$ cat src/rtl/lr5_pkg.sv
// Shared constants, types and the nibble shifter for the lab 5 LED-matrix driver.
// Optional feature macro: LR5_DEBOUNCE_EN (button debounce in lr5_btn_cond).
package lr5_pkg;

  localparam int CLK_REF_DEF     = 48_000_000;
  localparam int CLK_CE_DEF      = 1_000_000;
  localparam int CLK_RELATE      = CLK_REF_DEF / CLK_CE_DEF;
  localparam int ROWS            = 8;
  localparam int COLS            = 8;
  localparam int NIBBLE          = 4;
  localparam int IMG_W           = ROWS * COLS;
  localparam int DEBOUNCE_CE_DEF = 16;
  localparam logic [IMG_W-1:0] INIT_PATTERN_DEF = 64'h0123_4567_89AB_CDEF;

  // Which shift, if any, is applied to the image this clock.
  typedef enum logic [1:0] {
    SH_NONE  = 2'd0,
    SH_RIGHT = 2'd1,
    SH_LEFT  = 2'd2
  } shift_op_e;

  // Shift the image by one nibble; re selects wrap-around versus zero fill.
  function automatic logic [IMG_W-1:0] shift_image(input logic [IMG_W-1:0] img,
                                                   input shift_op_e op,
                                                   input logic re);
    logic [NIBBLE-1:0] fill;
    logic [IMG_W-1:0]  res;
    res = img;
    case (op)
      SH_RIGHT: begin
        fill = re ? img[NIBBLE-1:0] : {NIBBLE{1'b0}};
        res  = {fill, img[IMG_W-1:NIBBLE]};
      end
      SH_LEFT: begin
        fill = re ? img[IMG_W-1:IMG_W-NIBBLE] : {NIBBLE{1'b0}};
        res  = {img[IMG_W-NIBBLE-1:0], fill};
      end
      default: res = img;
    endcase
    return res;
  endfunction

endpackage

$ cat src/rtl/lr5_if.sv
// Board-facing signal bundle of the lab 5 driver: buttons, rotate select,
// matrix row/column drive and the LED mirror.
interface lr5_if;
  import lr5_pkg::*;

  logic              SHIFT_4B_R;
  logic              SHIFT_4B_L;
  logic              RE;
  logic [ROWS-1:0]   STRING;
  logic [COLS-1:0]   COLUMN;
  logic [15:0]       LED;

  // Board / stimulus side: drives buttons, observes the display.
  modport master (
    output SHIFT_4B_R, SHIFT_4B_L, RE,
    input  STRING, COLUMN, LED
  );

  // Driver side.
  modport slave (
    input  SHIFT_4B_R, SHIFT_4B_L, RE,
    output STRING, COLUMN, LED
  );
endinterface

$ cat src/rtl/lr5_btn_cond.sv
// Button conditioner: 2-FF synchronizer, optional debounce filter, rising-edge pulse.
// With LR5_DEBOUNCE_EN defined the synchronized level must hold for DEBOUNCE_CE
// consecutive ce ticks before the filtered level follows it.
module lr5_btn_cond
  import lr5_pkg::*;
#(
  parameter int DEBOUNCE_CE = DEBOUNCE_CE_DEF
) (
  input  logic clk,
  input  logic rst_n,
  input  logic ce,
  input  logic btn,
  output logic pulse
);

  logic sync1_reg;
  logic sync2_reg;
  logic filt;
  logic prev_reg;

  // Bring the asynchronous button into the clk domain.
  always_ff @(posedge clk or negedge rst_n) begin
    if (!rst_n) begin
      sync1_reg <= 1'b0;
      sync2_reg <= 1'b0;
    end else begin
      sync1_reg <= btn;
      sync2_reg <= sync1_reg;
    end
  end

`ifdef LR5_DEBOUNCE_EN
  localparam int DB_W = (DEBOUNCE_CE > 1) ? $clog2(DEBOUNCE_CE) : 1;

  logic [DB_W-1:0] db_cnt_reg;
  logic            level_reg;

  // Count ce ticks during which the input disagrees with the filtered level;
  // any return to agreement restarts the count.
  always_ff @(posedge clk or negedge rst_n) begin
    if (!rst_n) begin
      db_cnt_reg <= '0;
      level_reg  <= 1'b0;
    end else if (sync2_reg == level_reg) begin
      db_cnt_reg <= '0;
    end else if (ce) begin
      if (db_cnt_reg == DB_W'(DEBOUNCE_CE - 1)) begin
        level_reg  <= sync2_reg;
        db_cnt_reg <= '0;
      end else begin
        db_cnt_reg <= db_cnt_reg + 1'b1;
      end
    end
  end

  assign filt = level_reg;
`else
  // Without the filter the tick enable is not needed.
  logic unused_ce;
  localparam int unused_debounce_ce = DEBOUNCE_CE;
  assign unused_ce = ce;
  assign filt      = sync2_reg;
`endif

  // Remember the previous filtered level for edge detection.
  always_ff @(posedge clk or negedge rst_n) begin
    if (!rst_n) begin
      prev_reg <= 1'b0;
    end else begin
      prev_reg <= filt;
    end
  end

  // One pulse per press: holding the button never repeats.
  assign pulse = filt & ~prev_reg;

endmodule

$ cat src/rtl/lr5_top_v10.sv
// Lab 5 top: 8x8 LED-matrix driver with a 64-bit image register.
// A CE divider scans one row per tick, two buttons shift the image by a nibble,
// RE selects wrap or zero fill, and LED mirrors image[15:0].
// Optional feature macro: LR5_DEBOUNCE_EN (debounced buttons).
module lr5_top_v10
  import lr5_pkg::*;
#(
  parameter int               CLK_REF      = CLK_REF_DEF,
  parameter int               CLK_CE       = CLK_CE_DEF,
  parameter logic [IMG_W-1:0] INIT_PATTERN = INIT_PATTERN_DEF,
  parameter int               DEBOUNCE_CE  = DEBOUNCE_CE_DEF
) (
  input  logic clk,
  input  logic btnCpuReset,
  lr5_if.slave bus
);

  localparam int RELATE = CLK_REF / CLK_CE;
  localparam int CNT_W  = (RELATE > 1) ? $clog2(RELATE) : 1;
  localparam int ROW_W  = $clog2(ROWS);

  logic [CNT_W-1:0] ce_cnt_reg;
  logic             ce;
  logic [IMG_W-1:0] image_reg;
  logic [IMG_W-1:0] image_next;
  logic [ROW_W-1:0] row_reg;
  logic [ROW_W-1:0] row_next;
  logic [ROWS-1:0]  string_reg;
  logic [COLS-1:0]  column_reg;
  logic [1:0]       btn_raw;
  logic [1:0]       btn_pulse;
  shift_op_e        shift_op;

  // Tick-enable divider: one ce pulse every RELATE clocks.
  always_ff @(posedge clk or negedge btnCpuReset) begin
    if (!btnCpuReset) begin
      ce_cnt_reg <= '0;
    end else if (ce) begin
      ce_cnt_reg <= '0;
    end else begin
      ce_cnt_reg <= ce_cnt_reg + 1'b1;
    end
  end

  assign ce = (ce_cnt_reg == CNT_W'(RELATE - 1));

  // Index 0 is the right-shift button, index 1 the left-shift button.
  assign btn_raw = {bus.SHIFT_4B_L, bus.SHIFT_4B_R};

  for (genvar gi = 0; gi < 2; gi++) begin : g_btn
    lr5_btn_cond #(
      .DEBOUNCE_CE(DEBOUNCE_CE)
    ) u_btn (
      .clk  (clk),
      .rst_n(btnCpuReset),
      .ce   (ce),
      .btn  (btn_raw[gi]),
      .pulse(btn_pulse[gi])
    );
  end

  // Decode the button pulses; simultaneous presses cancel out.
  always_comb begin
    shift_op = SH_NONE;
    case (btn_pulse)
      2'b01:   shift_op = SH_RIGHT;
      2'b10:   shift_op = SH_LEFT;
      default: shift_op = SH_NONE;
    endcase
  end

  assign image_next = shift_image(image_reg, shift_op, bus.RE);

  // Image register; RE is only looked at in the clock a shift happens.
  always_ff @(posedge clk or negedge btnCpuReset) begin
    if (!btnCpuReset) begin
      image_reg <= INIT_PATTERN;
    end else begin
      image_reg <= image_next;
    end
  end

  assign row_next = row_reg + 1'b1;

  // Row scanner: advance one row per ce and latch that row's column byte.
  // Starting at row 7 makes the first tick after reset show row 0.
  always_ff @(posedge clk or negedge btnCpuReset) begin
    if (!btnCpuReset) begin
      row_reg    <= ROW_W'(ROWS - 1);
      string_reg <= '0;
      column_reg <= '0;
    end else if (ce) begin
      row_reg    <= row_next;
      string_reg <= ROWS'(1) << row_next;
      column_reg <= image_reg[row_next*COLS +: COLS];
    end
  end

  assign bus.STRING = string_reg;
  assign bus.COLUMN = column_reg;
  assign bus.LED    = image_reg[15:0];

endmodule

$ cat src/flat_wrapper.sv
// flat-port wrapper written by rule: the top's interface ports become plain ports
module lr5_top_v10_flat import lr5_pkg::*;
#(
  parameter int               CLK_REF      = CLK_REF_DEF,
  parameter int               CLK_CE       = CLK_CE_DEF,
  parameter logic [IMG_W-1:0] INIT_PATTERN = INIT_PATTERN_DEF,
  parameter int               DEBOUNCE_CE  = DEBOUNCE_CE_DEF
)
  (clk, btnCpuReset, bus_SHIFT_4B_R, bus_SHIFT_4B_L, bus_RE, bus_STRING, bus_COLUMN, bus_LED);
  lr5_if bus_i ();
  input  logic clk;
  input  logic btnCpuReset;
  input wire logic [$bits(bus_i.SHIFT_4B_R)-1:0] bus_SHIFT_4B_R;
  input wire logic [$bits(bus_i.SHIFT_4B_L)-1:0] bus_SHIFT_4B_L;
  input wire logic [$bits(bus_i.RE)-1:0] bus_RE;
  output wire logic [$bits(bus_i.STRING)-1:0] bus_STRING;
  output wire logic [$bits(bus_i.COLUMN)-1:0] bus_COLUMN;
  output wire logic [$bits(bus_i.LED)-1:0] bus_LED;
  assign bus_i.SHIFT_4B_R = bus_SHIFT_4B_R;
  assign bus_i.SHIFT_4B_L = bus_SHIFT_4B_L;
  assign bus_i.RE = bus_RE;
  assign bus_STRING = bus_i.STRING;
  assign bus_COLUMN = bus_i.COLUMN;
  assign bus_LED = bus_i.LED;
  lr5_top_v10 #(.CLK_REF(CLK_REF), .CLK_CE(CLK_CE), .INIT_PATTERN(INIT_PATTERN), .DEBOUNCE_CE(DEBOUNCE_CE)) u_core (.clk(clk), .btnCpuReset(btnCpuReset), .bus(bus_i));
endmodule
$ cat config.mk
export PLATFORM = sky130hd
export DESIGN_NAME = lr5_top_v10_flat
export DESIGN_NICKNAME = d
export VERILOG_FILES = /design/src/rtl/lr5_pkg.sv /design/src/rtl/lr5_if.sv /design/src/rtl/lr5_btn_cond.sv /design/src/rtl/lr5_top_v10.sv /design/src/flat_wrapper.sv
export SDC_FILE = /design/constraint.sdc
export NUM_CORES = 1
export LEC_CHECK = 0
export ABC_CLOCK_PERIOD_IN_PS = 6300
export BUFFER_PORTS_ARGS = -buffer_cell sky130_fd_sc_hd__buf_2
export CAP_MARGIN = 20
export CORE_ASPECT_RATIO = 0.6
export CORE_MARGIN = 1.5
export CORE_UTILIZATION = 47
export DETAILED_ROUTE_END_ITERATION = 8
export GPL_TIMING_DRIVEN = 0
export REMOVE_ABC_BUFFERS = 1
export SKIP_LAST_GASP = 1
export SLEW_MARGIN = 20
export SYNTH_ARGS = -nofsm -noshare
export SYNTH_HDL_FRONTEND = slang
export SYNTH_SLANG_ARGS = --single-unit
$ cat constraint.sdc
create_clock -name clk -period 6.3 [get_ports clk]
set_input_delay 0.315 -clock clk [delete_from_list [all_inputs] [get_ports clk]]
set_output_delay 0.315 -clock clk [all_outputs]
set_load 0.02 [all_outputs]
* After elaboration in Yosys (flattened, before gate mapping)
Cells that the tools add are included.
Storage, ports and cells: bits in registers 95, input port bits 5, output and inout bits 32, logic and storage cells 30
Operators by class: $add $sub $neg 2, eq/ne operators 5, shift operators 2, mux-type cells 5, bitwise operators 4, reduce and logical (&&, ||, !) cells 1
Operators by type and width (count):
- 64-bit case mux with 2 select lines | 1
- 64-bit by 7-bit indexed part select with 8-bit output | 1
- 4-bit 2-to-1 mux | 2
- 1-bit by 3-bit << shifter with 8-bit output, first input constant | 1
- 6-bit by 1-bit adder with 6-bit output, second input constant | 1
- 6-bit == test, second input constant | 1
- 6-bit 2-to-1 mux | 1
- 2-bit by 1-bit == test with 1-bit output, second input constant | 2
- 2-bit == test, second input constant | 2
- 2-bit case mux with 2 select lines | 1
- 3-bit by 1-bit adder with 3-bit output, second input constant | 1
- 1-bit AND | 2
- 1-bit NOT | 2
- 2-bit nonzero test | 1

* Depth between registers and ports, before layout
depth after elaboration 6, depth in mapped cells 7, mapped depth without buffers 5

* By module
A second synthesis with hierarchy kept.
Unflattened totals: cells, all modules 469, area, all modules 4862.2 µm²
Modules (own cells, without submodules):
- lr5_top_v10 | times used 1, cells an instance 461, area each 4684.5 µm², sequential area each 2270.9 µm²
- lr5_btn_cond | times used 2, cells an instance 4, area each 88.8 µm², sequential area each 75.1 µm²

* Worst setup path after synthesis
No wires, ideal clock.
path type reg-to-reg, from reg u_core.row_reg[0], to reg u_core.column_reg[2] (netlist: u_core.bus.COLUMN[2]), library setup time 125 ps, arrival 1906 ps, required time 6175 ps, slack 4269 ps, stages on the path, launching flop included 8, buffers on the path 2, clock period less this slack 2031 ps, cells stage by stage dfstp_2 -> inv_1 -> ha_1 -> clkbuf_1 -> buf_2 -> mux2_2 -> o22ai_1 -> o31ai_1
Between the ends: longest elaborated chain between the ends 2
Ends and longest elaborated chain:
- from (decl) | RTL line lr5_top_v10.sv:26 | logic [ROW_W-1:0] row_reg;
- from (signal assigned) | RTL line lr5_top_v10.sv:89 | row_reg <= ROW_W'(ROWS - 1);
- from (signal assigned) | RTL line lr5_top_v10.sv:93 | row_reg <= row_next;
- 3-bit by 1-bit adder with 3-bit output | RTL line lr5_top_v10.sv:83 | assign row_next = row_reg + 1'b1;
- net u_core.row_next[0] | RTL line lr5_top_v10.sv:27 | logic [ROW_W-1:0] row_next;
- 64-bit by 7-bit indexed part select with 8-bit output | RTL line lr5_top_v10.sv:95 | column_reg <= image_reg[row_next*COLS +: COLS];
- to (signal assigned) | RTL line lr5_top_v10.sv:95
- to (decl) | RTL line lr5_top_v10.sv:29 | logic [COLS-1:0] column_reg;
The timed path passes the listed nets, and every way through them passes these cells. A chain may end at the register's enable or synchronous reset.

* Final worst setup path
from reg u_core.row_reg[0], to reg u_core.column_reg[7] (netlist: u_core.bus.COLUMN[7])
Same word-level chain as after synthesis.

==> metrics.yaml <==
synth_common_cells: "nand2_1, o21ai_0, dfrtp_1"
yosysTopAreaCell: "dfrtp_1"
total_power_w: 0.00185
die_y_um: 81.5
top_level_ports: 37
clock_latency_ps: 340
area_delta_synth_final_pct: 11.2
wirelength_mm: 9.76
report.final.hold_viol_count: 0
post_cts_resize_count: 0
antenna_found_initial: 0
period_share_pct: 39.0
peakVddDrop_v: 0.000160
cts.clk_slew.worst_paths_ps: 70
antenna_left: 0
setup_viol: 0
grt_use_met3_pct: 4.69
status: "completed"
pwr_density_cell_mw_per_mm2: 345
holdBufCountCts: 1
htree_levels: 3
place_hpwl_mm: 6.30
synth_enable_flop_cells: 0
fp.dieW_um: 134
syn_area_mm2: 0.00483
clockRootBuffer: "clkbuf_16"
synth-async-reset-ratio_pct: 100
rsz0062_at_grt: "false"
worst_slew_pin_slew_ps: 932
gp_congestion: 0.723
ys_warn_count: 0
power.leakage_nw: 2.30
period_minus_slack_ps: 2460
worstPathArrival_ps: 2630
core_area_mm2: 0.00991
antenna_cells: 0
die_area_mm2: 0.0109
nets: 488
slew-limit-headroom_pct: 37.8
ys_seq_elements: 95
grt_use_total_pct: 19.6
finalWorstSetupSlack_ps: 3840
grt_max_degree: 81
grt_pass1_wl_mm: 16.6
start_kind: "flip-flop"
grt_util_met1_pct: 28.3
grt_pass1_vias: 3246
first_pass_iters: 4
hp-class: "input port to flip-flop"
cp.required_ps: 6480
pre_cts_slack_ps: 3880
fin_tns_setup_ps: 0
synth_top_area_share_pct: 31.1
worst_r2r_path_depth: 5
final_util_pct: 54.1
drv_slew: 0
yosysMostFrequentCell: "nand2_1"
rr_startpoint: "u_core.row_reg[0]"
synth_cells: 472
final_layout_size_suffix_gt1_share_pct: 26.2
clock_skew_ps: 9.66
port_buffers: 36
end_kind: "flip-flop"
synthDistinctLibCells: 31
setup.worst_path.class: "flip-flop to flip-flop"
cts_sinks: 95
cts_inserted_buffers: 9
critPathLaunch: "u_core.row_reg[0]"
post_cts_buffers: 0
gr-total-overflow: 0
fmax_mhz: 407
cap_violations: 0
synth_area_leaders: "dfrtp_1, dfstp_2, mux2i_1"
cts_tree: "built"
via_count: 3322
yosys_most_used_dff: "dfrtp_1"
seq_area_frac_synth_pct: 50.2
critPathMaxFanout: 33
cts_buffer_depth: 2
initial_utilization_pct: 48.7
worstSetupEndpoint: "u_core.bus.COLUMN[7]"
busiest_layer: "met2"
r2r_slack_ps: 3840
largest_reg_flops: 64
row_count: 28
r2r_end: "u_core.bus.COLUMN[7]"
met2_usage_pct: 30.0
synth.avg_cell_area_um2: 10.2
post_drt_wl_per_cell_um: 15.8
viasPerCell: 5.39
drt_iter0_drc: 195
drc_errors: 0
-- worst max-delay path, cell delays in order, from the launching register on --
cell and delay [ps]:
dfstp_2 590, inv_1 120, ha_2 870, mux2_2 410, o22ai_1 180, o31ai_1 110
-- logic make-up after synthesis --
family          Yosys count  synth area share (%)
compound gates          101                  11.6
xor+xnor                  6                  1.09
fa+ha+maj                 7                  1.81
buf+inv                  49                  5.52
flops                    95                  50.2
mux                      88                  19.1
simple gates            126                  10.7
-- how the worst min path moves through the flow --
| stage | from | to | slack [ps] | depth (start not counted) |
|---|---|---|---|---|
| after CTS | bus_SHIFT_4B_R | u_core.g_btn[0].u_btn.sync1_reg | 70 | 1 |
| final | bus_SHIFT_4B_R | u_core.g_btn[0].u_btn.sync1_reg | 80 | 1 |
| after floorplan | btnCpuReset | u_core.bus.COLUMN[0] | 20 | 0 |
| after detailed placement | btnCpuReset | u_core.bus.COLUMN[1] | 180 | 1 |
| after global routing | bus_SHIFT_4B_R | u_core.g_btn[0].u_btn.sync1_reg | 70 | 1 |
| after global placement | u_core.g_btn[0].u_btn.sync1_reg | u_core.g_btn[0].u_btn.filt | 330 | 0 |
-- per-layer routing --
metal	up-vias	wire length, µm
met3	6	378
met2	58	4320
met5	-	0
li1	1640	-
met1	1618	4980
met4	0	81
-- power by group --
part / internal (W) / switching, W
logic: 0.000160 / 0.000198
registers: 0.000769 / 0.000131
clock network: 0.000361 / 0.000232
-- cells in the final DEF (no fill, tap or decap), drive strengths merged --
| cell type | n |
|---|---|
| clkbuf | 10 |
| ha | 7 |
| nand3 | 10 |
| o22ai | 16 |
| xor2 | 3 |
| xnor2 | 3 |
| a21o | 1 |
| or3b | 1 |
| dfstp | 35 |
| dlygate4sd3 | 1 |
| nand2 | 100 |
| dfrtp | 60 |
| o21ai | 66 |
| nor3 | 1 |
| nand4 | 1 |
| nor3b | 1 |
| a31oi | 4 |
| bufinv | 2 |
| a22o | 1 |
| inv | 3 |
| nor2b | 5 |
| mux2 | 32 |
| buf | 39 |
| o31ai | 8 |
| o211ai | 1 |
| nand2b | 1 |
| a21oi | 4 |
| nor2 | 6 |
| clkinv | 3 |
| mux2i | 56 |
-- stage by stage --
| stage | hold WS, ps | instance area [µm²] | cells |
|---|---|---|---|
| CTS | 68.6 | 5370 | 616 |
| finish | 81.1 | 5370 | 616 |
| global placement | 334 | 4920 | 596 |
| detailed placement | 184 | 5020 | 599 |
| global route | 69.0 | 5370 | 616 |
| floorplan | 19.4 | 4570 | 425 |
-- area by class of cell --
| class | count | area (µm²) |
|---|---|---|
| Clock buffer | 10 | 239 |
| Clock inverter | 6 | 91.3 |
| Fill cell | 847 | 4550 |
| Inverter | 2 | 7.51 |
| Multi-Input combinational cell | 328 | 2160 |
| Sequential cell | 95 | 2420 |
| Tap cell | 135 | 169 |
| Timing Repair Buffer | 40 | 279 |
No activity file was read; power rests on OpenSTA's default activity.
